### src/rtl/multicycle_control_fsm.sv
// rtl/multicycle_control_fsm.sv - multicycle MIPS sequencing controller with memory handshake timeout
module multicycle_control_fsm #(
    parameter int MEM_TIMEOUT = 16
) (
    input  logic       clk,
    input  logic       reset,
    input  logic [5:0] opcode_i,
    input  logic       mem_ready_i,
    output logic       pc_write_o,
    output logic       pc_write_eq_o,
    output logic       pc_write_ne_o,
    output logic [1:0] pc_source_o,
    output logic       i_or_d_o,
    output logic       mem_read_o,
    output logic       mem_write_o,
    output logic       ir_write_o,
    output logic       reg_dst_o,
    output logic       mem_to_reg_o,
    output logic       reg_write_o,
    output logic       alu_src_a_o,
    output logic [1:0] alu_src_b_o,
    output logic [2:0] alu_op_o,
    output logic [3:0] state_o,
    output logic       instr_done_o,
    output logic       illegal_op_o,
    output logic       bus_error_o
);
    typedef enum logic [3:0] {
        S_FETCH     = 4'd0,
        S_DECODE    = 4'd1,
        S_MEM_ADDR  = 4'd2,
        S_MEM_READ  = 4'd3,
        S_MEM_WB    = 4'd4,
        S_MEM_WRITE = 4'd5,
        S_EXECUTE   = 4'd6,
        S_R_WB      = 4'd7,
        S_BRANCH    = 4'd8,
        S_JUMP      = 4'd9,
        S_IMM_EXEC  = 4'd10,
        S_IMM_WB    = 4'd11
    } state_t;

    localparam logic [5:0] OP_RTYPE = 6'h00;
    localparam logic [5:0] OP_LW    = 6'h23;
    localparam logic [5:0] OP_SW    = 6'h2B;
    localparam logic [5:0] OP_BEQ   = 6'h04;
    localparam logic [5:0] OP_BNE   = 6'h05;
    localparam logic [5:0] OP_J     = 6'h02;
    localparam logic [5:0] OP_ADDI  = 6'h08;
    localparam logic [5:0] OP_ORI   = 6'h0D;
    localparam logic [5:0] OP_ANDI  = 6'h0C;
    localparam logic [5:0] OP_LUI   = 6'h0F;

    localparam logic [2:0] ALU_ADD   = 3'b000;
    localparam logic [2:0] ALU_SUB   = 3'b001;
    localparam logic [2:0] ALU_FUNCT = 3'b010;
    localparam logic [2:0] ALU_OR    = 3'b011;
    localparam logic [2:0] ALU_AND   = 3'b100;
    localparam logic [2:0] ALU_LUI   = 3'b101;

    localparam int            CW       = (MEM_TIMEOUT > 1) ? $clog2(MEM_TIMEOUT) : 1;
    localparam logic [CW-1:0] CNT_LAST = CW'(MEM_TIMEOUT - 1);

    state_t        state, state_nxt;
    logic [CW-1:0] wait_cnt, wait_cnt_nxt;
    logic          illegal_q, bus_error_q, illegal_nxt;
    logic          in_wait, stall, timeout;

    // The counter only runs while an access is stalled; any exit or re-entry restarts it at 0.
    assign in_wait      = (state == S_FETCH) || (state == S_MEM_READ) || (state == S_MEM_WRITE);
    assign stall        = in_wait && !mem_ready_i;
    assign timeout      = stall && (MEM_TIMEOUT != 0) && (wait_cnt == CNT_LAST);
    assign wait_cnt_nxt = (stall && !timeout) ? wait_cnt + 1'b1 : '0;

    always_ff @(posedge clk) begin
        if (!reset) begin
            state       <= S_FETCH;
            wait_cnt    <= '0;
            illegal_q   <= 1'b0;
            bus_error_q <= 1'b0;
        end else begin
            state       <= state_nxt;
            wait_cnt    <= wait_cnt_nxt;
            illegal_q   <= illegal_nxt;
            bus_error_q <= timeout;
        end
    end

    always_comb begin
        state_nxt   = S_FETCH;
        illegal_nxt = 1'b0;
        case (state)
            S_FETCH:     state_nxt = mem_ready_i ? S_DECODE : S_FETCH;
            S_DECODE: begin
                case (opcode_i)
                    OP_RTYPE:                         state_nxt = S_EXECUTE;
                    OP_LW, OP_SW:                     state_nxt = S_MEM_ADDR;
                    OP_BEQ, OP_BNE:                   state_nxt = S_BRANCH;
                    OP_J:                             state_nxt = S_JUMP;
                    OP_ADDI, OP_ORI, OP_ANDI, OP_LUI: state_nxt = S_IMM_EXEC;
                    default: begin
                        state_nxt   = S_FETCH;
                        illegal_nxt = 1'b1;
                    end
                endcase
            end
            S_MEM_ADDR:  state_nxt = (opcode_i == OP_SW) ? S_MEM_WRITE : S_MEM_READ;
            S_MEM_READ:  state_nxt = mem_ready_i ? S_MEM_WB : S_MEM_READ;
            S_MEM_WRITE: state_nxt = mem_ready_i ? S_FETCH : S_MEM_WRITE;
            S_EXECUTE:   state_nxt = S_R_WB;
            S_IMM_EXEC:  state_nxt = S_IMM_WB;
            default:     state_nxt = S_FETCH;
        endcase
        if (timeout) state_nxt = S_FETCH;
    end

    always_comb begin
        pc_write_o    = 1'b0;
        pc_write_eq_o = 1'b0;
        pc_write_ne_o = 1'b0;
        pc_source_o   = 2'b00;
        i_or_d_o      = 1'b0;
        mem_read_o    = 1'b0;
        mem_write_o   = 1'b0;
        ir_write_o    = 1'b0;
        reg_dst_o     = 1'b0;
        mem_to_reg_o  = 1'b0;
        reg_write_o   = 1'b0;
        alu_src_a_o   = 1'b0;
        alu_src_b_o   = 2'b00;
        alu_op_o      = ALU_ADD;
        instr_done_o  = 1'b0;
        case (state)
            S_FETCH: begin
                mem_read_o  = 1'b1;
                alu_src_b_o = 2'b01;
                ir_write_o  = mem_ready_i;
                pc_write_o  = mem_ready_i;
            end
            S_DECODE:   alu_src_b_o = 2'b11;
            S_MEM_ADDR: begin
                alu_src_a_o = 1'b1;
                alu_src_b_o = 2'b10;
            end
            S_MEM_READ: begin
                i_or_d_o   = 1'b1;
                mem_read_o = 1'b1;
            end
            S_MEM_WB: begin
                mem_to_reg_o = 1'b1;
                reg_write_o  = 1'b1;
                instr_done_o = 1'b1;
            end
            S_MEM_WRITE: begin
                i_or_d_o     = 1'b1;
                mem_write_o  = 1'b1;
                instr_done_o = mem_ready_i;
            end
            S_EXECUTE: begin
                alu_src_a_o = 1'b1;
                alu_op_o    = ALU_FUNCT;
            end
            S_R_WB: begin
                reg_dst_o    = 1'b1;
                reg_write_o  = 1'b1;
                instr_done_o = 1'b1;
            end
            S_BRANCH: begin
                alu_src_a_o   = 1'b1;
                alu_op_o      = ALU_SUB;
                pc_source_o   = 2'b01;
                pc_write_eq_o = (opcode_i == OP_BEQ);
                pc_write_ne_o = (opcode_i == OP_BNE);
                instr_done_o  = 1'b1;
            end
            S_JUMP: begin
                pc_write_o   = 1'b1;
                pc_source_o  = 2'b10;
                instr_done_o = 1'b1;
            end
            S_IMM_EXEC: begin
                alu_src_a_o = 1'b1;
                alu_src_b_o = 2'b10;
                case (opcode_i)
                    OP_ORI:  alu_op_o = ALU_OR;
                    OP_ANDI: alu_op_o = ALU_AND;
                    OP_LUI:  alu_op_o = ALU_LUI;
                    default: alu_op_o = ALU_ADD;
                endcase
            end
            S_IMM_WB: begin
                reg_write_o  = 1'b1;
                instr_done_o = 1'b1;
            end
            default: ;
        endcase
        // Reset kills every strobe immediately and parks the selects at their FETCH values.
        if (!reset) begin
            pc_write_o    = 1'b0;
            pc_write_eq_o = 1'b0;
            pc_write_ne_o = 1'b0;
            pc_source_o   = 2'b00;
            i_or_d_o      = 1'b0;
            mem_read_o    = 1'b0;
            mem_write_o   = 1'b0;
            ir_write_o    = 1'b0;
            reg_dst_o     = 1'b0;
            mem_to_reg_o  = 1'b0;
            reg_write_o   = 1'b0;
            alu_src_a_o   = 1'b0;
            alu_src_b_o   = 2'b01;
            alu_op_o      = ALU_ADD;
            instr_done_o  = 1'b0;
        end
    end

    assign state_o      = state;
    assign illegal_op_o = illegal_q;
    assign bus_error_o  = bus_error_q;
endmodule

### config.mk
export PLATFORM = sky130hd
export DESIGN_NAME = multicycle_control_fsm
export DESIGN_NICKNAME = d
export VERILOG_FILES = /design/src/rtl/multicycle_control_fsm.sv
export SDC_FILE = /design/constraint.sdc
export NUM_CORES = 1
export LEC_CHECK = 0
export CORE_MARGIN = 1
export CORE_UTILIZATION = 44
export DETAILED_ROUTE_END_ITERATION = 7
export MAX_ROUTING_LAYER = met4
export PLACE_DENSITY = 0.89
export SLEW_MARGIN = 25
export SYNTH_ARGS = -nofsm -noshare
export SYNTH_HDL_FRONTEND = slang
export SYNTH_SLANG_ARGS = --single-unit
### constraint.sdc
create_clock -name clk -period 1.9 [get_ports clk]
set_input_delay 0.38 -clock clk [delete_from_list [all_inputs] [get_ports clk]]
set_output_delay 0.38 -clock clk [all_outputs]
set_load 0.02 [all_outputs]
Word level (Yosys, flattened, before mapping)
Cells that the tools add are included.
{"block": "word_totals", "regBits": 10, "out_inout_bits": 25, "elab_cells": 87}
{"block": "op_classes", "n_addsub": 1, "n_eq_ne": 21, "n_mux": 38, "n_bitwise": 1, "reduce_logical": 22}
{"operator": "4-bit case mux with 7 select lines", "count": 1}
{"operator": "6-bit by 4-bit == test with 1-bit output (second input constant)", "count": 4}
{"operator": "1-bit two-way mux", "count": 24}
{"operator": "4-bit == test (second input constant)", "count": 5}
{"operator": "4-bit case mux with 5 select lines", "count": 1}
{"operator": "3-bit case mux with 3 select lines", "count": 2}
{"operator": "4-bit by 3-bit == test with 1-bit output (second input constant)", "count": 4}
{"operator": "6-bit by 3-bit == test with 1-bit output (second input constant)", "count": 2}
{"operator": "6-bit == test (second input constant)", "count": 2}
{"operator": "3-bit two-way mux", "count": 4}
{"operator": "2-bit OR reduction", "count": 6}
{"operator": "10-bit OR reduction", "count": 1}
{"operator": "4-bit by 2-bit == test with 1-bit output (second input constant)", "count": 2}
{"operator": "4-bit OR reduction", "count": 2}
{"operator": "6-bit by 2-bit == test with 1-bit output (second input constant)", "count": 1}
{"operator": "6-bit logical NOT", "count": 1}
{"operator": "2-bit case mux with 3 select lines", "count": 1}
{"operator": "5-bit OR reduction", "count": 1}
{"operator": "4-bit by 1-bit adder with 4-bit output (second input constant)", "count": 1}
{"operator": "4-bit by 1-bit == test with 1-bit output (second input constant)", "count": 1}
{"operator": "4-bit logical NOT", "count": 1}
{"operator": "2-bit two-way mux", "count": 2}
{"operator": "1-bit case mux with 2 select lines", "count": 2}
{"operator": "2-bit case mux with 2 select lines", "count": 1}
{"operator": "6 further kinds", "count": 11}

Logic depth before layout (Yosys ltp)
{"block": "depth", "word_depth": 8, "mapped_depth": 6, "ltp_nobuf": 5}

Worst setup path after synthesis
No wires, ideal clock.
{"block": "synth_path", "path_kind": "register to output", "start": "register state[0], in the netlist state_o[0]", "end": "output port pc_write_eq_o", "arrival_ns": 1.801, "required_ns": 1.520, "slack_ns": -0.281, "path_stages_with_launch": 6, "path_buffers": 1, "path_cell_list": "dfxtp_1 > buf_2 > or3b_1 > nor2_2 > nand4_1 > nor3_1"}
{"block": "synth_via", "elab_chain_len": 3}
{"element": "start, declared", "line_no": "64", "rtl": "state_t state, state_nxt;"}
{"element": "start signal, assigned", "line_no": "82", "rtl": "state <= state_nxt;"}
{"element": "4-bit == test", "line_no": "133", "rtl": "case (state)"}
{"element": "1-bit two-way mux", "line_no": "133"}
{"element": "1-bit two-way mux", "line_no": "198", "rtl": "if (!reset) begin"}
{"element": "end, declared", "line_no": "10", "rtl": "output logic pc_write_eq_o,"}
Every way passes these cells.

Final worst setup path
{"block": "layout_path", "start": "input port opcode_i[2]", "end": "output port alu_op_o[1]"}
{"block": "layout_via", "elab_chain_len": 4}
{"element": "start, declared", "line_no": "7", "rtl": "input logic [5:0] opcode_i,"}
{"element": "6-bit by 4-bit == test with 1-bit output", "line_no": "184", "rtl": "case (opcode_i)"}
{"element": "3-bit case mux with 3 select lines (*)", "line_no": "184"}
{"element": "3-bit case mux with 3 select lines (*)", "line_no": "133"}
{"element": "3-bit two-way mux (*)", "line_no": "198"}
{"element": "end, declared", "line_no": "22", "rtl": "output logic [2:0] alu_op_o,"}
Every way passes the cells marked *; elsewhere a longest branch is shown, timed or not.

==> flow_summary.json <==
{
  "netSwitchingPower_uw": 168,
  "die_y_um": 48.1,
  "h-tree-depth": 1,
  "yosysTopAreaCell": "dfxtp_1",
  "slowest_delay_ps": 560,
  "switching_share_pct": 30.3,
  "final_hold_viol_count": 0,
  "place_area_um2": 1470,
  "crit_chain": "dlygate4sd2_1 -> inv_1 -> or4b_4 -> o21ai_2 -> and2b_1 -> buf_6",
  "overflow": 0,
  "synth_nets": 138,
  "slew-limit-headroom_pct": 63.9,
  "synth_edf_count": 0,
  "worst-setup-path-type": "primary input to output pin",
  "internal-power_uw": 386,
  "cap_viol_max_count": 0,
  "power_density_nw_per_um2": 356,
  "synthCells": 128,
  "wl_um": 3240,
  "start_util_pct": 47.2,
  "ys_seq_area_share_pct": 21.4,
  "finalSetupViolations": 5,
  "hold_class": "flop to flop",
  "crit_arrival_ps": 1640,
  "grt_pass1_vias": 1094,
  "gp_congestion": 0.882,
  "met3_wirelength_um": 119,
  "diodes": 0,
  "drt_first_pass_iters": 4,
  "ant_nets": 0,
  "grt_max_degree": 18,
  "layout_setup_ws_ps": -115,
  "yosysUniqueCellTypes": 51,
  "grt_usage_pct": 28.9,
  "coreArea_um2": 1980,
  "crit_family": "simple AND/OR/NAND/NOR gates",
  "syn2layout_area_growth_pct": 66.0,
  "synthTopCellsByArea": "dfxtp_1, nor2_1, nand2b_1",
  "ys_top_cells_by_count": "nor2_1, dfxtp_1, nand2_1, nand2b_1, nor3_1",
  "syn-cell-area_um2": 936,
  "violations": "negative setup slack",
  "drc_errors": 0,
  "io_buffers": 33,
  "fin_nets": 197,
  "ys_warn_count": 0,
  "syn_avg_cell_area_um2": 7.31,
  "row_count": 16,
  "tightest_slew_ps": 540,
  "finalInstanceArea_um2": 1550,
  "rsz0062_at_grt": "true",
  "ff2ff_setup_slack_ps": 90,
  "p_clk_share_pct": 24.3,
  "path_clk_slew_ps": 60,
  "status": "complete, but fails checks",
  "period_share_pct": 106,
  "max_freq_mhz": 496,
  "min_period_ps": 2020,
  "clock_path_buffers": 2,
  "drt_iter0_drc": 41,
  "grt_pass1_wl_um": 4550,
  "dp_hpwl_um": 2240,
  "holdWs_ps": 501,
  "clkLatencyLatePin_ps": 250,
  "wl_met1_um": 1270,
  "cts_tree": "done",
  "cp_slowest_cell": "or4b_4",
  "avgViaCountPerCell": 5.70,
  "path_max_fanout": 2,
  "highest_layer": "met4",
  "cts.sinks": 10,
  "skew_ps": 3.39,
  "num_vias": 1208,
  "cp-start-kind": "primary input",
  "drive_gt1_share_pct": 41.6,
  "crit_buf_inv": 3,
  "combPwrFrac_pct": 35.8,
  "synthMostInstantiatedCell": "nor2_1",
  "antenna_found_initial": 0,
  "numCtsBuffers": 3,
  "endpoint_kind": "output pin",
  "dieArea_um2": 2320,
  "synth_flop_cell": "dfxtp_1",
  "p_seq_share_pct": 39.9,
  "synthArstFlopShare_pct": 0,
  "synth_seq_cells": 10,
  "ir_drop_mv": 0.317,
  "drv_slew": 0,
  "wl_per_cell_um": 15.3,
  "synth_top_area_share_pct": 21.4,
  "io_pins": 34,
  "required_ps": 1520,
  "cts-root-buf": "clkbuf_4",
  "wl_met2_um": 1810,
  "die_x_um": 48.1,
  "p_leak_uw": 0.000684
}
==> area by class of cell <==
| class | instances | area [um2] |
|---|---|---|
| Multi-Input combinational cell | 104 | 742 |
| Timing Repair Buffer | 65 | 539 |
| Fill cell | 119 | 428 |
| Sequential cell | 10 | 205 |
| Tap cell | 27 | 33.8 |
| Clock buffer | 3 | 22.5 |
| Inverter | 3 | 11.3 |
==> sequential cells by signal, indices dropped and copies added (netlist names) <==
| signal | count |
|---|---|
| bus_error_o | 1 |
| illegal_op_o | 1 |
| state_o | 4 |
| wait_cnt | 4 |
==> logic make-up after synthesis <==
family | Yosys count | synth area share [%]
simple gates | 73 | 45.7
compound gates | 25 | 19.5
buf+inv | 14 | 7.09
flops | 10 | 21.4
xor+xnor | 4 | 3.74
mux | 1 | 1.20
fa+ha+maj | 1 | 1.34
==> worst reg2reg max path, cell delays in order, from the launching register on <==
cell and delay (ps):
dfxtp_2 330, buf_4 150, buf_6 150, nor4b_2 480
nand4_1 180, o32a_1 330, a21oi_2 120
==> cells in the final DEF, fill, tap and decap left out, drive strengths merged, types with 4 or more instances in the layout <==
cell / n
buf: 45
nor2: 18
dfxtp: 10
nand2: 9
clkdlybuf4s50: 7
nand2b: 7
nor3: 6
clkbuf: 6
nand3: 5
clkdlybuf4s15: 5
o21ai: 5
nor2b: 5
dlygate4sd2: 4
a21oi: 4
==> final timing paths <==
| kind | cells past startpoint | start | to |
|---|---|---|---|
| max | 6 | opcode_i[2] | alu_op_o[1] |
| min | 1 | wait_cnt[0]$_SDFF_PN0_ | wait_cnt[0]$_SDFF_PN0_ |
| max reg2reg | 6 | state_o[1]$_SDFF_PP0_ | state_o[2]$_SDFF_PP0_ |
| min reg2reg | 1 | wait_cnt[0]$_SDFF_PN0_ | wait_cnt[0]$_SDFF_PN0_ |
==> power by group through the flow <==
stage                     registers, uW  clock network (uW)  logic (uW)
after CTS                           220                 137         188
after global routing                221                 150         211
after floorplan                     229                   0        91.3
after global placement              224                   0         177
after detailed placement            224                   0         184
final                               221                 134         198
==> stage by stage <==
stage / utilization (%) / setup slack [ps] / setup TNS, ps / cells / power [uW]
floorplan: - / -51.0 / -57.8 / 128 / 320
global placement: 74.2 / -818 / -9570 / 204 / 401
detailed placement: 74.2 / -858 / -10080 / 204 / 409
CTS: 77.3 / -164 / -560 / 210 / 545
global route: 78.4 / -165 / -805 / 212 / 582
finish: 78.4 / -115 / -401 / 212 / 553
==> metal layers <==
| layer | vias up | track usage [%] |
|---|---|---|
| met5 | - | - |
| met4 | 0 | 7.22 |
| met3 | 6 | 5.56 |
| met2 | 54 | 57.3 |
| met1 | 568 | 28.3 |
| li1 | 580 | - |
==> timing repair <==
| item | in CTS | in global routing |
|---|---|---|
| hold buffers | 0 | 0 |
| pin swaps | 10 | 5 |
| hold endpoints to repair | 0 | 0 |
| gates resized for setup | 88 | 22 |
| setup endpoints to repair | 20 | 19 |
| buffers inserted | 3 | 2 |
(Power assumes the default switching activity.)
==> edit 1: new RTL, config.mk and constraints unchanged <==
Remove the register `bus_error_q`: a continuous assignment takes its place, so the output `bus_error_o` follows one clock earlier.
--- a/src/rtl/multicycle_control_fsm.sv
+++ b/src/rtl/multicycle_control_fsm.sv
@@ -78,12 +78,12 @@
             wait_cnt    <= '0;
             illegal_q   <= 1'b0;
-            bus_error_q <= 1'b0;
         end else begin
             state       <= state_nxt;
             wait_cnt    <= wait_cnt_nxt;
             illegal_q   <= illegal_nxt;
-            bus_error_q <= timeout;
         end
     end
+
+    assign bus_error_q = timeout;
 
     always_comb begin
Behaviour: no difference found for any inputs over 10 cycles, from zero or initial values and one cycle with reset low; that may be too few to reach the edited logic, so the function may still have changed.
==> edit 1 against the unedited design <==
Wire length is 13% higher; sequential cell count down 1; synthesized area rose by 11%; final area up 8.5%; die area is 11% higher; utilization decreased by 2.2 points; critical endpoint is now pc_write_eq_o; setup slack gained 0.14 ns; power increased by 5.4%.
==> edit 1: results (changes against the unedited design) <==
- In the post-synthesis netlist, the biggest area contributors are sky130_fd_sc_hd__dfxtp_1 17%, sky130_fd_sc_hd__nor2_1 6.5%, sky130_fd_sc_hd__buf_6 5.4%.
- The post-synthesis adder-cell area fraction was 0.0120 (-0.00136).
- The last weighted congestion value of the routability-driven placer is 0.960 (+8.8%).
- The setup slack after placement is -0.912 ns (-0.0539 ns).
- The first-pass GRT wire length came to 5730 um (+26%).
- The quantity of gates resized following cts is 85 (-3.4%).
- The met2 usage came to 0.540 (-0.0330).
- The leakage power summed over all cells was 0.763 nW (+11%).
- The met3 usage in global routing is 0.0212 (-0.0343).
- The commonest cells after synthesis are 18 x sky130_fd_sc_hd__nor2_1, 10 x sky130_fd_sc_hd__nand2_1, 9 x sky130_fd_sc_hd__dfxtp_1.
- The clock network power share was 0.266 (+0.023).
- The area of placed instances is 1640 um^2 (+11%).
- In this run the critical register-to-register path is launched from state_o[3].
- The combined global-route utilization of all metal layers was 0.303 (+0.0138).
- In this run the critical register-to-register path is captured at state_o[3].
- The maximum number of pins on one net before global-route repair came to 12 (-6).
- The net count after synthesis is 148 (+7.2%).
- The portion of the clock cycle consumed by the worst path in the final layout was 0.985 (-0.0754).
- The xor/xnor cell area share of the yosys netlist came to 0.0420 (+0.00458).
- The worst-case headroom to the max-slew limit is 0.791 (+0.152).
- Clock tree synthesis selected as its root buffer the cell sky130_fd_sc_hd__clkbuf_4.
- The met1 track demand over resource is 0.338 (+0.0556).
- The count of unique library cells instantiated by Yosys is 51 (unchanged).
- The post-synthesis compound-gate area fraction came to 0.220 (+0.0245).
- The final routed wire length divided by cell count is 15.2 um (-0.27%).
- The number of nets in the layout is 223 (+13%).
- The synthesized netlist cell count is 138 (+7.8%).
- The met2 wirelength from detailed routing came to 1900 um (+4.9%).
- The worst endpoint data arrival time is 1.49 ns (-0.15 ns).
- The routed via count divided by cell count is 5.62 (-1.4%).
- The largest voltage drop on the vdd net was 0.388 mV (+22%).
- The register area share after synthesis is 0.173 (-0.0410).
- The cell count after placement was 232 (+14%).
- The worst-skew pair later-pin latency is 0.28 ns (+0.03 ns).
- The wire length the detailed router placed on met1 is 1470 um (+16%).
- The post-detailed-routing wire length is 3660 um (+13%).
- The timing endpoint of the critical path is pc_write_eq_o.
- The buffers inserted during post-CTS setup optimization was 1 (-2).
- The launch instance of the worst min-delay path is wait_cnt[0].
- The share of synthesized area spent on multiplexers is 0 (-0.0120).
- The via count of the first global-routing pass is 1,255 (+15%).
- The maximum fanout along the worst path was 6 (+4).
- The flow ran to the end, and the final reports show no timing, DRC or antenna violations.
- The cell-internal power is 0.392 mW (+1.5%).
- The worst clock skew is 0.00249 ns (-0.000897 ns).
- The half-perimeter wire length of the detailed placement result is 2730 um (+22%).
- The critical path starts at state_o[0].
- The layout cell share with drive strength beyond 1 is 0.481 (+0.0649).
- The sequential-cell power consumption was 0.199 mW (-10%).
- The internal reg-to-reg setup slack is 0.29 ns (+0.20 ns).
- The number of violations reported at the end of detailed-routing iteration 0 came to 51 (+24%).
- The length of routed met3 wiring is 184 um (+55%).
-- edit 1: critical path, cell delays in order (launching register included) --
cell and delay, ns:
sky130_fd_sc_hd__dfxtp_4 0.36, sky130_fd_sc_hd__nand2b_4 0.14, sky130_fd_sc_hd__nor2_2 0.15, sky130_fd_sc_hd__nand2_2 0.11, sky130_fd_sc_hd__nor4_2 0.27, sky130_fd_sc_hd__buf_4 0.18
-- edit 1: final cells by class --
cell class | instances | area, um^2
Sequential cell | 9 | 190
Inverter | 5 | 18.8
Tap cell | 28 | 35.0
Clock buffer | 4 | 26.3
Timing Repair Buffer | 82 | 621
Fill cell | 168 | 526
Multi-Input combinational cell | 112 | 796
-- edit 1: stage by stage --
step / hold WS, ns / total power, mW / setup TNS [ns]
floorplan: 0.418 / 0.308 / -0.0321
global placement: 0.434 / 0.407 / -10.18
detailed placement: 0.467 / 0.417 / -11.12
CTS: 0.481 / 0.570 / 0
global route: 0.489 / 0.604 / -0.0458
finish: 0.475 / 0.583 / 0
==> edit 2: new RTL, config.mk and constraints unchanged <==
Without the edit above. Change the parameter `MEM_TIMEOUT` from 16 to 8.
--- a/src/rtl/multicycle_control_fsm.sv
+++ b/src/rtl/multicycle_control_fsm.sv
@@ -1,5 +1,5 @@
 // rtl/multicycle_control_fsm.sv - multicycle MIPS sequencing controller with memory handshake timeout
 module multicycle_control_fsm #(
-    parameter int MEM_TIMEOUT = 16
+    parameter int MEM_TIMEOUT = 8
 ) (
     input  logic       clk,
Check against the original RTL: not equivalent (a bounded check fails within 10 cycles, from zero or initial values and one cycle with reset low).
==> edit 2 against the unedited design <==
Wire length fell by 5.6%; maximum frequency rose by 6.8%; synthesized cell count fell by 4.7%; sequential cell count down 1; first-iteration DRC count fell by 29%; sequential power is 9.0% lower; largest cell class unchanged; synthesized area down 1.3%; final area shrank 4.3%; die area decreased by 1.3%; sequential share of layout area shrank 0.84 points; highest routed layer unchanged; power is 5.3% lower; critical path depth fell by 2; setup slack improved by 0.13 ns.
==> edit 2: results (changes against the unedited design) <==
- The layout cell share with drive strength beyond 1 came to 0.424 (+0.00751).
- The worst clock skew is 0.00175 ns (-0.00164 ns).
- Ranked by total cell area, the synthesized netlist is headed by sky130_fd_sc_hd__dfxtp_1 20%, sky130_fd_sc_hd__nor2_1 5.3%, sky130_fd_sc_hd__nor3_1 3.8%.
- The maximum number of pins on one net before global-route repair is 13 (-5).
- The count of buffers from port buffering is 33 (unchanged).
- The clock-pin transition on the worst setup and hold timing paths came to 0.06 ns (about the same).
- The filler cell count in the final layout is 151 (+27%).
- The number of clock buffers inserted by TritonCTS is 3 (unchanged).
- The last weighted congestion value of the routability-driven placer is 0.888 (+0.67%).
- The synthesized netlist cell count is 122 (-4.7%).
- The routed via count divided by cell count is 5.80 (+1.8%).
- The run finished with clean final reports.
- The maximum level of the CTS H-tree was 1 (unchanged).
- The count of unique library cells instantiated by Yosys is 46 (-9.8%).
- The root buffer cell is sky130_fd_sc_hd__clkbuf_4.
- The post-route non-filler standard cell count is 204 (-3.8%).
- The number of violations reported at the end of detailed-routing iteration 0 is 29 (-29%).
- The number of nets in the layout is 189 (-4.1%).
- The initial antenna violation count came to 0 (unchanged).
- In this run the worst hold path is classified as reg -> reg.
- The number of detailed-route iterations in the first pass came to 4 (unchanged).
- The count of antenna diodes in the layout was 0 (unchanged).
- The largest buffer count on any clock path was 2 (unchanged).
- The global route total overflow is 0 (unchanged).
- The dominant cell by count in the synthesized netlist is sky130_fd_sc_hd__nor2_1.
- The via count of the first global-routing pass came to 1,042 (-4.8%).
- The worst-case headroom to the max-slew limit is 0.742 (+0.103).
- The register area share after synthesis is 0.195 (-0.0188).
- The net count after synthesis is 133 (-3.6%).
- The share of synthesized flip-flops with an asynchronous set or reset is 0 (unchanged).
- The flip-flop count of the largest register after layout is 4.
- The combined global-route utilization of all metal layers was 0.271 (-0.0178).
- The first-pass GRT wire length is 4290 um (-5.8%).
- The total number of yosys warnings was 0 (unchanged).
- The maximum fanout along the worst path came to 4 (+2).
- In the synthesized netlist, the cells that appear most often are 13 x sky130_fd_sc_hd__nor2_1, 9 x sky130_fd_sc_hd__dfxtp_1, 7 x sky130_fd_sc_hd__nand2_1, 7 x sky130_fd_sc_hd__nor3_1.
- The worst-skew pair later-pin latency is 0.25 ns (about the same).
- The largest voltage drop on the vdd net was 0.394 mV (+24%).
- The half-perimeter wire length of the detailed placement result is 2230 um (-0.62%).
- The leakage power summed over all cells came to 0.658 nW (-3.9%).
- The final routed wire length divided by cell count is 15.0 um (-1.9%).
edit 2: final cells by class:
cell class                      count  share of cell area
Sequential cell                     9               0.124
Tap cell                           27              0.0227
Multi-Input combinational cell     97               0.485
Timing Repair Buffer               63               0.341
Inverter                            4              0.0101
Clock buffer                        4              0.0177
edit 2: worst max-delay path, stage by stage (launching register included):
cell and delay [ns]:
sky130_fd_sc_hd__dfxtp_1 0.32, sky130_fd_sc_hd__nand2b_4 0.14, sky130_fd_sc_hd__or2_4 0.29, sky130_fd_sc_hd__a211oi_1 0.27, sky130_fd_sc_hd__buf_2 0.23
edit 2: timing repair:
action | in CTS | in global routing
endpoints found under the setup margin | 20 | 14
resized for setup | 91 | 18
pin swaps | 8 | 6
buffers inserted | 1 | 1
edit 2: worst paths after layout:
kind / start / end / slack [ns] / cells past startpoint
setup / recovery: state_o[2] / alu_op_o[0] / 0.01 / 4
hold / removal: wait_cnt[0] / wait_cnt[0] / 0.43 / 1
setup reg to reg: state_o[2] / state_o[1] / 0.24 / 6
hold reg to reg: wait_cnt[0] / wait_cnt[0] / 0.43 / 1
edit 2: power breakdown:
group          internal, mW  switching, mW  leakage, nW  total (mW)
combinational        0.0842         0.0937        0.568       0.178
sequential            0.195        0.00576       0.0744       0.201
clock                0.0808         0.0647       0.0150       0.145
edit 2: layer usage:
metal  track usage  share of wire  up-vias
met5             -              0        -
met4        0.0889          0.021        0
met3        0.0528          0.032       11
met2         0.516           0.54       39
met1         0.271           0.41      573
li1              -              -      560
edit 2: cells by family (layout without fill, tap and decap cells):
| kind of cell | count (synthesis) | count (layout) | share of synthesized area |
|---|---|---|---|
| fa+ha+maj | 2 | 2 | 0.0271 |
| compound gates | 28 | 28 | 0.207 |
| buf+inv | 16 | 71 | 0.102 |
| mux | 1 | 1 | 0.0122 |
| xor+xnor | 2 | 2 | 0.0190 |
| flops | 9 | 9 | 0.195 |
| simple gates | 64 | 64 | 0.438 |
edit 2: per-stage QoR:
| stage | instance area [um^2] | setup slack, ns | hold slack (ns) | power (mW) | TNS [ns] |
|---|---|---|---|---|---|
| 5_1_grt | 1490 | -0.0146 | 0.469 | 0.550 | -0.0444 |
| 3_3_place_gp | 1440 | -0.650 | 0.414 | 0.372 | -8.90 |
| 3_5_place_dp | 1440 | -0.707 | 0.419 | 0.379 | -9.45 |
| 4_1_cts | 1490 | 0.00121 | 0.434 | 0.522 | 0 |
| 2_1_floorplan | 948 | -0.206 | 0.405 | 0.297 | -0.686 |
| 6_report | 1490 | 0.0139 | 0.430 | 0.524 | 0 |
